[config.mk]
export PLATFORM = sky130hd
export DESIGN_NAME = spi_cmd_sender_flat
export DESIGN_NICKNAME = d
export VERILOG_FILES = /design/src/rtl/spi_cmd_pkg.sv /design/src/rtl/spi_cmd_sender_if.sv /design/src/rtl/spi_half_period_timer.sv /design/src/rtl/spi_cmd_sender.sv /design/src/flat_wrapper.sv
export SDC_FILE = /design/constraint.sdc
export NUM_CORES = 1
export LEC_CHECK = 0
export ABC_AREA = 0
export CAP_MARGIN = 25
export CELL_PAD_IN_SITES_DETAIL_PLACEMENT = 0
export CELL_PAD_IN_SITES_GLOBAL_PLACEMENT = 1
export CORE_MARGIN = 4
export CORE_UTILIZATION = 47
export CTS_BUF_LIST = sky130_fd_sc_hd__clkbuf_4 sky130_fd_sc_hd__clkbuf_8
export CTS_CLUSTER_DIAMETER = 120
export DETAILED_ROUTE_END_ITERATION = 6
export GPL_ROUTABILITY_DRIVEN = 0
export PLACE_DENSITY_LB_ADDON = 0.3
export SYNTH_ARGS = -nofsm -noshare
export SYNTH_HDL_FRONTEND = slang
export SYNTH_SLANG_ARGS = --single-unit
[constraint.sdc]
create_clock -name clk -period 3 [get_ports clk]
set_input_delay 0.3 -clock clk [delete_from_list [all_inputs] [get_ports clk]]
set_output_delay 0.3 -clock clk [all_outputs]
set_load 0.005 [all_outputs]
[src/rtl/spi_cmd_pkg.sv]
// spi_cmd_pkg: shared constants and types for the SPI command sender.
// Frame layout is {addr[3:0], data[11:0]}, sent MSB first.
package spi_cmd_pkg;

  localparam int FRAME_WIDTH = 16;
  localparam int ADDR_WIDTH  = 4;
  localparam int DATA_WIDTH  = 12;

  localparam logic [ADDR_WIDTH-1:0] ADDR_PWM0   = 4'd0;
  localparam logic [ADDR_WIDTH-1:0] ADDR_PWM1   = 4'd1;
  localparam logic [ADDR_WIDTH-1:0] ADDR_PWM2   = 4'd2;
  localparam logic [ADDR_WIDTH-1:0] ADDR_PWM3   = 4'd3;
  localparam logic [ADDR_WIDTH-1:0] ADDR_PWM4   = 4'd4;
  localparam logic [ADDR_WIDTH-1:0] ADDR_PWM5   = 4'd5;
  localparam logic [ADDR_WIDTH-1:0] ADDR_PWM6   = 4'd6;
  localparam logic [ADDR_WIDTH-1:0] ADDR_PWM7   = 4'd7;
  localparam logic [ADDR_WIDTH-1:0] ADDR_CLKDIV = 4'd8;

  typedef enum logic [2:0] {
    S_IDLE,
    S_LEAD,
    S_HIGH,
    S_LOW,
    S_TRAIL,
    S_GAP
  } state_t;

  function automatic logic [FRAME_WIDTH-1:0] pack_frame(
    input logic [ADDR_WIDTH-1:0] addr,
    input logic [DATA_WIDTH-1:0] data
  );
    return {addr, data};
  endfunction

endpackage

[src/rtl/spi_cmd_sender_if.sv]
// spi_cmd_sender_if: host-side valid/ready command port.
// The host (master) offers a command; the sender (slave) accepts it.
interface spi_cmd_sender_if
  import spi_cmd_pkg::*;
#(
  parameter int CLK_DIV_WIDTH = 4
);

  logic                     cmd_valid;
  logic                     cmd_ready;
  logic [ADDR_WIDTH-1:0]    cmd_addr;
  logic [DATA_WIDTH-1:0]    cmd_data;
  logic [CLK_DIV_WIDTH-1:0] sck_div;

  modport master (
    output cmd_valid,
    output cmd_addr,
    output cmd_data,
    output sck_div,
    input  cmd_ready
  );

  modport slave (
    input  cmd_valid,
    input  cmd_addr,
    input  cmd_data,
    input  sck_div,
    output cmd_ready
  );

endinterface

[src/rtl/spi_half_period_timer.sv]
// spi_half_period_timer: loadable down-counter for one SCK phase.
// Loading div gives expire in the div+1'th cycle after the load.
module spi_half_period_timer #(
  parameter int W = 4
) (
  input  logic         clk,
  input  logic         rst,
  input  logic         load,
  input  logic [W-1:0] load_val,
  output logic         expire
);

  logic [W:0] cnt;

  // reload at each phase start, otherwise count down to zero
  always_ff @(posedge clk or posedge rst) begin
    if (rst) begin
      cnt <= '0;
    end else if (load) begin
      cnt <= {1'b0, load_val};
    end else if (cnt != '0) begin
      cnt <= cnt - (W+1)'(1);
    end
  end

  assign expire = (cnt == '0);

endmodule

[src/rtl/spi_cmd_sender.sv]
// spi_cmd_sender: mode-0 SPI initiator for 16-bit command frames.
// Define SPI_CMD_QUEUE_EN for a one-entry command holding register.
module spi_cmd_sender
  import spi_cmd_pkg::*;
#(
  parameter int CLK_DIV_WIDTH = 4
) (
  input  logic              clk,
  input  logic              rst,
  spi_cmd_sender_if.slave   cmd,
  output logic              spi_cs_n,
  output logic              spi_sck,
  output logic              spi_mosi,
  output logic              busy,
  output logic              done
);

  localparam int W = CLK_DIV_WIDTH;

  state_t                 state, state_nxt;
  logic [FRAME_WIDTH-1:0] sh, sh_nxt, src_frame;
  logic [4:0]             bit_cnt, bit_nxt;
  logic [W-1:0]           div, div_nxt, src_div;
  logic [W-1:0]           load_val;
  logic                   load, expire;
  logic                   start_in, start_hold, start;
  logic                   cs_d, sck_d, mosi_d, done_d;

`ifdef SPI_CMD_QUEUE_EN
  logic                  hold_full;
  logic [ADDR_WIDTH-1:0] hold_addr;
  logic [DATA_WIDTH-1:0] hold_data;
  logic [W-1:0]          hold_div;

  assign cmd.cmd_ready = ~hold_full;
  assign start_hold    = (state == S_IDLE) && hold_full;
  assign start_in      = (state == S_IDLE) && !hold_full
                         && cmd.cmd_valid;
  assign src_frame     = start_hold
                         ? pack_frame(hold_addr, hold_data)
                         : pack_frame(cmd.cmd_addr, cmd.cmd_data);
  assign src_div       = start_hold ? hold_div : cmd.sck_div;

  // park a command offered while a frame is in flight
  always_ff @(posedge clk or posedge rst) begin
    if (rst) begin
      hold_full <= 1'b0;
      hold_addr <= '0;
      hold_data <= '0;
      hold_div  <= '0;
    end else if (cmd.cmd_valid && !hold_full
                 && state != S_IDLE) begin
      hold_full <= 1'b1;
      hold_addr <= cmd.cmd_addr;
      hold_data <= cmd.cmd_data;
      hold_div  <= cmd.sck_div;
    end else if (start_hold) begin
      hold_full <= 1'b0;
    end
  end
`else
  assign cmd.cmd_ready = (state == S_IDLE);
  assign start_hold    = 1'b0;
  assign start_in      = (state == S_IDLE) && cmd.cmd_valid;
  assign src_frame     = pack_frame(cmd.cmd_addr, cmd.cmd_data);
  assign src_div       = cmd.sck_div;
`endif

  assign start = start_in || start_hold;
  assign busy  = (state != S_IDLE);

  spi_half_period_timer #(.W(W)) u_timer (
    .clk      (clk),
    .rst      (rst),
    .load     (load),
    .load_val (load_val),
    .expire   (expire)
  );

  // state, shift register, bit count and latched divider
  always_ff @(posedge clk or posedge rst) begin
    if (rst) begin
      state   <= S_IDLE;
      sh      <= '0;
      bit_cnt <= '0;
      div     <= '0;
    end else begin
      state   <= state_nxt;
      sh      <= sh_nxt;
      bit_cnt <= bit_nxt;
      div     <= div_nxt;
    end
  end

  // phase sequencing; every phase change reloads the timer
  always_comb begin
    state_nxt = state;
    sh_nxt    = sh;
    bit_nxt   = bit_cnt;
    div_nxt   = div;
    load      = 1'b0;
    load_val  = div;
    done_d    = 1'b0;
    unique case (state)
      S_IDLE: begin
        if (start) begin
          state_nxt = S_LEAD;
          sh_nxt    = src_frame;
          div_nxt   = src_div;
          bit_nxt   = '0;
          load      = 1'b1;
          load_val  = src_div;
        end
      end
      S_LEAD: begin
        if (expire) begin
          state_nxt = S_HIGH;
          load      = 1'b1;
        end
      end
      S_HIGH: begin
        if (expire) begin
          load    = 1'b1;
          bit_nxt = bit_cnt + 5'd1;
          if (bit_cnt == 5'd15) begin
            state_nxt = S_TRAIL;
          end else begin
            state_nxt = S_LOW;
            sh_nxt    = {sh[FRAME_WIDTH-2:0], 1'b0};
          end
        end
      end
      S_LOW: begin
        if (expire) begin
          state_nxt = S_HIGH;
          load      = 1'b1;
        end
      end
      S_TRAIL: begin
        if (expire) begin
          state_nxt = S_GAP;
          load      = 1'b1;
          done_d    = 1'b1;
        end
      end
      S_GAP: begin
        if (expire) begin
          state_nxt = S_IDLE;
        end
      end
      default: state_nxt = S_IDLE;
    endcase
  end

  // pin values for the coming cycle, decoded from next state
  always_comb begin
    cs_d   = 1'b1;
    sck_d  = 1'b0;
    mosi_d = 1'b0;
    unique case (state_nxt)
      S_LEAD, S_LOW, S_TRAIL: begin
        cs_d   = 1'b0;
        mosi_d = sh_nxt[FRAME_WIDTH-1];
      end
      S_HIGH: begin
        cs_d   = 1'b0;
        sck_d  = 1'b1;
        mosi_d = sh_nxt[FRAME_WIDTH-1];
      end
      default: begin
        cs_d   = 1'b1;
      end
    endcase
  end

  // registered SPI pins and done pulse
  always_ff @(posedge clk or posedge rst) begin
    if (rst) begin
      spi_cs_n <= 1'b1;
      spi_sck  <= 1'b0;
      spi_mosi <= 1'b0;
      done     <= 1'b0;
    end else begin
      spi_cs_n <= cs_d;
      spi_sck  <= sck_d;
      spi_mosi <= mosi_d;
      done     <= done_d;
    end
  end

endmodule

[src/flat_wrapper.sv]
// flat-port wrapper written by rule: the top's interface ports become plain ports
module spi_cmd_sender_flat import spi_cmd_pkg::*;
#(
  parameter int CLK_DIV_WIDTH = 4
)
  (clk, rst, spi_cs_n, spi_sck, spi_mosi, busy, done, cmd_cmd_valid, cmd_cmd_addr, cmd_cmd_data, cmd_sck_div, cmd_cmd_ready);
  spi_cmd_sender_if #(.CLK_DIV_WIDTH(CLK_DIV_WIDTH)) cmd_i ();
  input  logic clk;
  input  logic rst;
  output logic spi_cs_n;
  output logic spi_sck;
  output logic spi_mosi;
  output logic busy;
  output logic done;
  input wire logic [$bits(cmd_i.cmd_valid)-1:0] cmd_cmd_valid;
  input wire logic [$bits(cmd_i.cmd_addr)-1:0] cmd_cmd_addr;
  input wire logic [$bits(cmd_i.cmd_data)-1:0] cmd_cmd_data;
  input wire logic [$bits(cmd_i.sck_div)-1:0] cmd_sck_div;
  output wire logic [$bits(cmd_i.cmd_ready)-1:0] cmd_cmd_ready;
  assign cmd_i.cmd_valid = cmd_cmd_valid;
  assign cmd_i.cmd_addr = cmd_cmd_addr;
  assign cmd_i.cmd_data = cmd_cmd_data;
  assign cmd_i.sck_div = cmd_sck_div;
  assign cmd_cmd_ready = cmd_i.cmd_ready;
  spi_cmd_sender #(.CLK_DIV_WIDTH(CLK_DIV_WIDTH)) u_core (.clk(clk), .rst(rst), .cmd(cmd_i), .spi_cs_n(spi_cs_n), .spi_sck(spi_sck), .spi_mosi(spi_mosi), .busy(busy), .done(done));
endmodule
==> results of run 1 <==
## flip-flops by register name, summed over array words and instances, names as in the netlist
signal and flops:
u_core.div 4, u_core.bit_cnt 5, u_core.spi_sck 1, u_core.spi_cs_n 1, u_core.u_timer.cnt 5, u_core.state 3, u_core.done 1, u_core.spi_mosi 1
u_core.sh 16
## power by group through the flow
stage	Sequential (uW)	Combinational [uW]	Clock, uW
after global placement	770	592	0
final	775	621	354
after floorplan	739	478	0
after CTS	775	628	370
after global routing	804	696	387
after detailed placement	784	627	0
## how the worst max path moves through the flow
| stage | end | slack [ps] | startpoint |
|---|---|---|---|
| after floorplan | u_core.sh[13] | 920 | u_core.u_timer.cnt[0] |
| after global placement | u_core.spi_mosi | 600 | u_core.bit_cnt[0] |
| after detailed placement | u_core.spi_mosi | 570 | u_core.u_timer.cnt[0] |
| after CTS | u_core.u_timer.cnt[0] | 540 | u_core.u_timer.cnt[0] |
| after global routing | u_core.u_timer.cnt[0] | 340 | u_core.u_timer.cnt[0] |
| final | u_core.u_timer.cnt[2] | 560 | u_core.u_timer.cnt[0] |
## cell usage in the layout, fill, tap and decap left out, drive strengths merged, types with 2 or more instances in the layout
| cell type | n |
|---|---|
| dfrtp | 36 |
| xor2 | 3 |
| ha | 5 |
| mux2 | 6 |
| buf | 4 |
| or3 | 2 |
| a211oi | 2 |
| xnor2 | 4 |
| a22oi | 14 |
| nand2 | 24 |
| mux2i | 2 |
| o22ai | 2 |
| inv | 9 |
| and2 | 2 |
| clkbuf | 7 |
| a31oi | 2 |
| o21ai | 16 |
| a22o | 2 |
| and3 | 2 |
| clkdlybuf4s50 | 28 |
| nor2 | 14 |
| nor3 | 4 |
| a21oi | 6 |
## worst register-to-register path, cell delays in order (launching register included)
cell     delay, ps
dfrtp_1        410
inv_1           90
ha_1           160
nor4b_2        640
o21ai_0        210
a21oi_1        360
nor2_1         170
mux2_2         300
## final cells by class
cell class                      count  area share (%)
Timing Repair Buffer               32           13.60
Clock buffer                        7           3.856
Tap cell                           50           2.678
Sequential cell                    37           39.69
Multi-Input combinational cell    122           38.73
Inverter                            9           1.446
## per-layer routing
layer	part of all wire, %	vias to the layer above	GRT usage, %
li1	-	677	-
met5	0	-	0
met3	3.1	7	3.878
met2	53	22	29.63
met4	1.6	0	6.472
met1	42	702	22.48
## through the flow
stage / utilization, % / worst slack (ps)
3_3_place_gp: 55.77 / 599.0
5_1_grt: 58.40 / 335.4
2_1_floorplan: - / 915.7
6_report: 58.40 / 557.8
3_5_place_dp: 56.15 / 570.4
4_1_cts: 58.40 / 540.7
## cell families after synthesis
logic type      Yosys count
simple gates             54
compound gates           48
flops                    37
buf+inv                  20
mux                       8
xor+xnor                  7
fa+ha+maj                 5
==> impl_metrics.py, run 1 <==
metrics = {
    "run_status": {
        "status": "finished clean",
    },
    "detailed_routing": {
        "totalWireLength_mm": 4.060,
        "ant_nets": 0,
        "drt_first_pass_iters": 5,
        "drtIter0Drc": 81,
        "drc_errors": 0,
        "vias": 1408,
        "vias_per_cell": 5.479,
        "avgRoutedWirePerCell_microns": 15.80,
    },
    "clock_network": {
        "clkTransAtPathRegs_ps": 70,
        "cts-root-buf": "clkbuf_8",
        "clock_latency_ps": 280,
        "post_cts_buffers": 0,
        "cts_hold_buf": 0,
        "cts_max_level": 2,
        "cts_tree": "yes",
        "cts_resized": 0,
        "clockBufferDepth": 2,
        "clock_sinks": 37,
        "cts_made_buffers": 5,
    },
    "global_routing": {
        "antenna_found_initial": 0,
        "grt_pass1_wl_mm": 7.058,
        "grt_max_degree": 22,
        "grt_pass1_vias": 1475,
        "grt_overflow": 0,
        "grtUsageTotal_pct": 17.71,
    },
    "power": {
        "power.switching_uw": 598.5,
        "finalPower_uw": 1751,
        "p_comb_share_pct": 35.5,
        "p_seq_share_pct": 44.3,
        "p_leak_uw": 0.0009882,
        "ir_worst_vdd_mv": 0.4862,
        "p_int_uw": 1152,
        "power_density_mw_per_mm2": 749.4,
        "power.clock.fraction_pct": 20.2,
        "sw_frac_of_total_pct": 34.18,
    },
    "timing": {
        "fmax_ghz": 0.4095,
        "finalSetupViolCount": 0,
        "rsz0062_at_grt": "false",
        "hold_viol_final": 0,
        "tightest_slew_ps": 827.2,
        "fin_crit_ps": 2442,
        "slew_violations": 0,
        "hold_ws_ps": 472.4,
        "setup_tns_ps": 0,
        "slew_headroom_pct": 44.79,
        "post-route-period-util_pct": 81.41,
        "fin_skew_ps": 4.522,
    },
    "floorplan": {
        "start_util_pct": 48.45,
        "dieHeight_microns": 72.22,
        "fp-row-count": 23,
        "die_area_sq_mm": 0.005215,
        "ios": 29,
        "core_area_sq_mm": 0.004000,
        "die_w_microns": 72.22,
    },
    "worst_setup_path": {
        "r2r_cells": 7,
        "critPathMaxStageDelay_ps": 640,
        "cp_max_fo": 8,
        "arrival_ps": 2610,
        "cp-end-kind": "flip-flop",
        "r2r_end": "u_core.u_timer.cnt[2]",
        "critPathSlowestCell": "nor4b_2",
        "critPathKind": "flip-flop to flip-flop",
        "worstPathRequired_ps": 3170,
        "cp_cell_sequence": "inv_1, ha_1, nor4b_2, o21ai_0, a21oi_1, nor2_1, mux2_2",
        "path_delay_family": "simple AND/OR/NAND/NOR gates",
        "cp.depth": 7,
        "r2r_setup_slack_ps": 560,
        "path_buf_inv": 1,
        "cp-start-kind": "flip-flop",
        "r2r-start": "u_core.u_timer.cnt[0]",
    },
    "finish": {
        "syn_to_final_growth_pct": 20.53,
        "drive_gt1_share_pct": 21.74,
        "multi_input_area_sq_um": 904.6,
        "stdcell_area_sq_mm": 0.002336,
        "fin_cells": 257,
        "seq_area_sq_um": 927.1,
        "fillers": 350,
        "nNetsFinal": 235,
        "diodes": 0,
    },
    "synth": {
        "yosysWarnings": 0,
        "postSynthAreaPerCell_sq_um": 10.83,
        "synth_simple_gate_area_share_pct": 14.72,
        "synth_compound_area_share_pct": 20.59,
        "synth_area_leader_cell": "dfrtp_1",
        "synth-main-ff-cell": "dfrtp_1",
        "ys_types": 42,
        "synth_top_area_share_pct": 46.48,
        "synthAdderAreaFrac_pct": 3.228,
        "netlist_area_sq_mm": 0.001938,
        "syn-instance-count": 179,
        "synthArstFlopShare_pct": 100.0,
        "synth.area.mux_share_pct": 4.519,
        "synth_xor_area_share_pct": 3.163,
        "yosysSeqAreaShare_pct": 47.84,
        "synth_most_common_cell": "dfrtp_1",
        "synth_top_family_by_area": "compound AO/OA/AOI/OAI gates",
        "netlist_top_cells_count": "36 x dfrtp_1, 24 x nand2_1, 13 x nor2_1",
        "synth_nets": 207,
        "ys_ff_latch": 37,
        "synthTopCellsByArea": "dfrtp_1 46%, a22oi_2 6.5%, nand2_1 4.6%, o21ai_2 4.5%, mux2_2 3.5%",
        "synth_edf_count": 0,
    },
    "placement": {
        "dpl_cell_area_sq_mm": 0.002246,
        "place_inst": 250,
        "dp_hpwl_mm": 3.019,
        "portBuffers": 28,
    },
    "min_path": {
        "hold_path.class": "input port to async pin",
    },
    "run": {
        "drv_cap": 0,
    },
}
No activity file was read; power rests on OpenSTA's default activity.
==> run 2, diff against run 1 <==
CORE_UTILIZATION = 44   (was 47)
clock period = 2.38 ns   (was 3 ns; I/O delays follow)
==> run 2 against run 1 <==
- global-route usage down 1.8 points
- utilization fell by 0.48 points
- critical path depth did not move
- non-clock buffer count is 5 higher
- first-iteration DRC count increased by 28%
- critical endpoint is now u_core.sh[1]
- largest power group unchanged
==> impl_metrics.py, run 2 (synthesis results as in run 1) <==
metrics = {
    "placement": {
        "preCtsSetupSlack_ps": 71.71,
        "place_inst": 255,
        "dp_hpwl_mm": 2.863,
        "portBuffers": 28,
    },
    "timing": {
        "setup_tns_ps": 0,
        "tightest_slew_ps": 433.7,
        "fin_skew_ps": 2.869,
        "finalSetupViolCount": 0,
        "hold_viol_final": 0,
        "slew_violations": 0,
        "slew_headroom_pct": 70.34,
        "fin_crit_ps": 2180,
        "post-route-period-util_pct": 91.61,
        "hold_ws_ps": 349.6,
        "rsz0062_at_grt": "false",
        "worst_slack_ps": 199.7,
        "fmax_ghz": 0.4586,
    },
    "worst_setup_path": {
        "r2r_setup_slack_ps": 200,
        "r2r-start": "u_core.u_timer.cnt[0]",
        "worstPathRequired_ps": 2600,
        "critPathSlowestCell": "or4b_4",
        "critPathKind": "flip-flop to flip-flop",
        "arrival_ps": 2400,
        "r2r_end": "u_core.sh[1]",
        "cp_cell_sequence": "inv_1, ha_1, or4b_4, or3_4, nor2_8, a22oi_1, o21ai_1",
        "cp_max_fo": 13,
        "critPathMaxStageDelay_ps": 530,
        "r2r_cells": 7,
        "cp-start-kind": "flip-flop",
        "cp-end-kind": "flip-flop",
    },
    "power": {
        "power_density_mw_per_mm2": 945.5,
        "p_comb_share_pct": 36.9,
        "p_int_uw": 1482,
        "ir_worst_vdd_mv": 0.5052,
        "sw_frac_of_total_pct": 34.22,
        "power.switching_uw": 771.3,
        "p_leak_uw": 0.001021,
        "p_seq_share_pct": 42.8,
        "power.clock.fraction_pct": 20.2,
    },
    "finish": {
        "reg_top3": "u_core.sh x16, u_core.bit_cnt x5, u_core.u_timer.cnt x5",
        "nNetsFinal": 240,
        "diodes": 0,
        "mostFrequentLayoutCells": "36 x dfrtp_1, 28 x clkdlybuf4s50_1, 24 x nand2_1",
        "largest_reg_flops": 16,
        "fin_cells": 263,
        "top_register": "u_core.sh",
        "drive_gt1_share_pct": 24.41,
        "syn_to_final_growth_pct": 22.98,
        "layout_commonest_cell": "dfrtp_1",
    },
    "detailed_routing": {
        "drtIter0Drc": 104,
        "vias_per_cell": 5.297,
        "totalWireLength_mm": 3.896,
        "ant_nets": 0,
        "vias": 1393,
        "avgRoutedWirePerCell_microns": 14.81,
        "drt_first_pass_iters": 4,
        "drc_errors": 0,
    },
    "floorplan": {
        "die_area_sq_mm": 0.005531,
        "die_w_microns": 74.37,
        "core_area_sq_mm": 0.004115,
        "fp-row-count": 23,
        "ios": 29,
        "dieHeight_microns": 74.37,
        "start_util_pct": 47.10,
    },
    "clock_network": {
        "cts_made_buffers": 5,
        "cts_tree": "yes",
        "cts-root-buf": "clkbuf_8",
        "clkTransAtPathRegs_ps": 70,
        "clockBufferDepth": 2,
        "cts_hold_buf": 0,
        "clock_sinks": 37,
        "cts_resized": 0,
        "cts_max_level": 2,
        "clock_latency_ps": 290,
        "post_cts_buffers": 0,
    },
    "global_routing": {
        "grt_pass1_wl_mm": 6.665,
        "grt_pass1_vias": 1474,
        "antenna_found_initial": 0,
        "grt_overflow": 0,
        "grtUsageTotal_pct": 15.91,
        "grt_max_degree": 38,
    },
    "run_status": {
        "status": "finished clean",
    },
    "run": {
        "drv_cap": 0,
    },
    "min_path": {
        "hold_path.class": "input port to async pin",
    },
}
run 2: how the worst max path moves through the flow:
stage | startpoint | end | cells after the start
finish | u_core.u_timer.cnt[0] | u_core.sh[1] | 7
global route | u_core.u_timer.cnt[0] | u_core.sh[2] | 7
CTS | u_core.u_timer.cnt[0] | u_core.sh[1] | 7
detailed placement | u_core.u_timer.cnt[0] | u_core.sh[1] | 7
global placement | u_core.u_timer.cnt[0] | u_core.sh[14] | 7
floorplan | u_core.u_timer.cnt[0] | u_core.sh[13] | 10
run 2: per-layer routing:
metal,up-vias,GRT usage (%),part of all wire (%)
li1,698,-,-
met1,660,21.25,46
met2,30,24.39,48
met3,5,4.189,3.9
met4,0,6.917,1.6
met5,-,0,0
run 2: stage by stage:
| step | instance area [sq um] | total power (uW) | util [%] |
|---|---|---|---|
| after floorplan | 1938 | 1534 | - |
| after detailed placement | 2288 | 1805 | 55.61 |
| final | 2384 | 2254 | 57.92 |
| after CTS | 2380 | 2272 | 57.83 |
| after global routing | 2384 | 2413 | 57.92 |
| after global placement | 2288 | 1755 | 55.61 |
run 2: power by group through the flow:
stage / sequential, uW / combinational (uW) / clock (uW)
after floorplan: 931 / 603 / 0
after global placement: 959 / 795 / 0
after detailed placement: 973 / 832 / 0
after CTS: 962 / 838 / 472
after global routing: 982 / 931 / 500
final: 965 / 832 / 456
run 2: cell type report:
cell class                 count  area, sq um
multi-input combinational    122        908.4
sequential                    37        927.1
fill                         368         1732
timing repair buffer          37        360.3
clock buffer                   8        91.34
inverter                       9        33.78
tap                           50        62.56
run 2: worst max-delay path, delay by kind of cell, from the launching register on:
family	cells	cell delay, ps
AND/OR/NAND/NOR	3	1210
flip-flops	1	410
AO/OA/AOI/OAI	2	230
adder cells (fa/ha/maj)	1	160
buffers and inverters	1	100
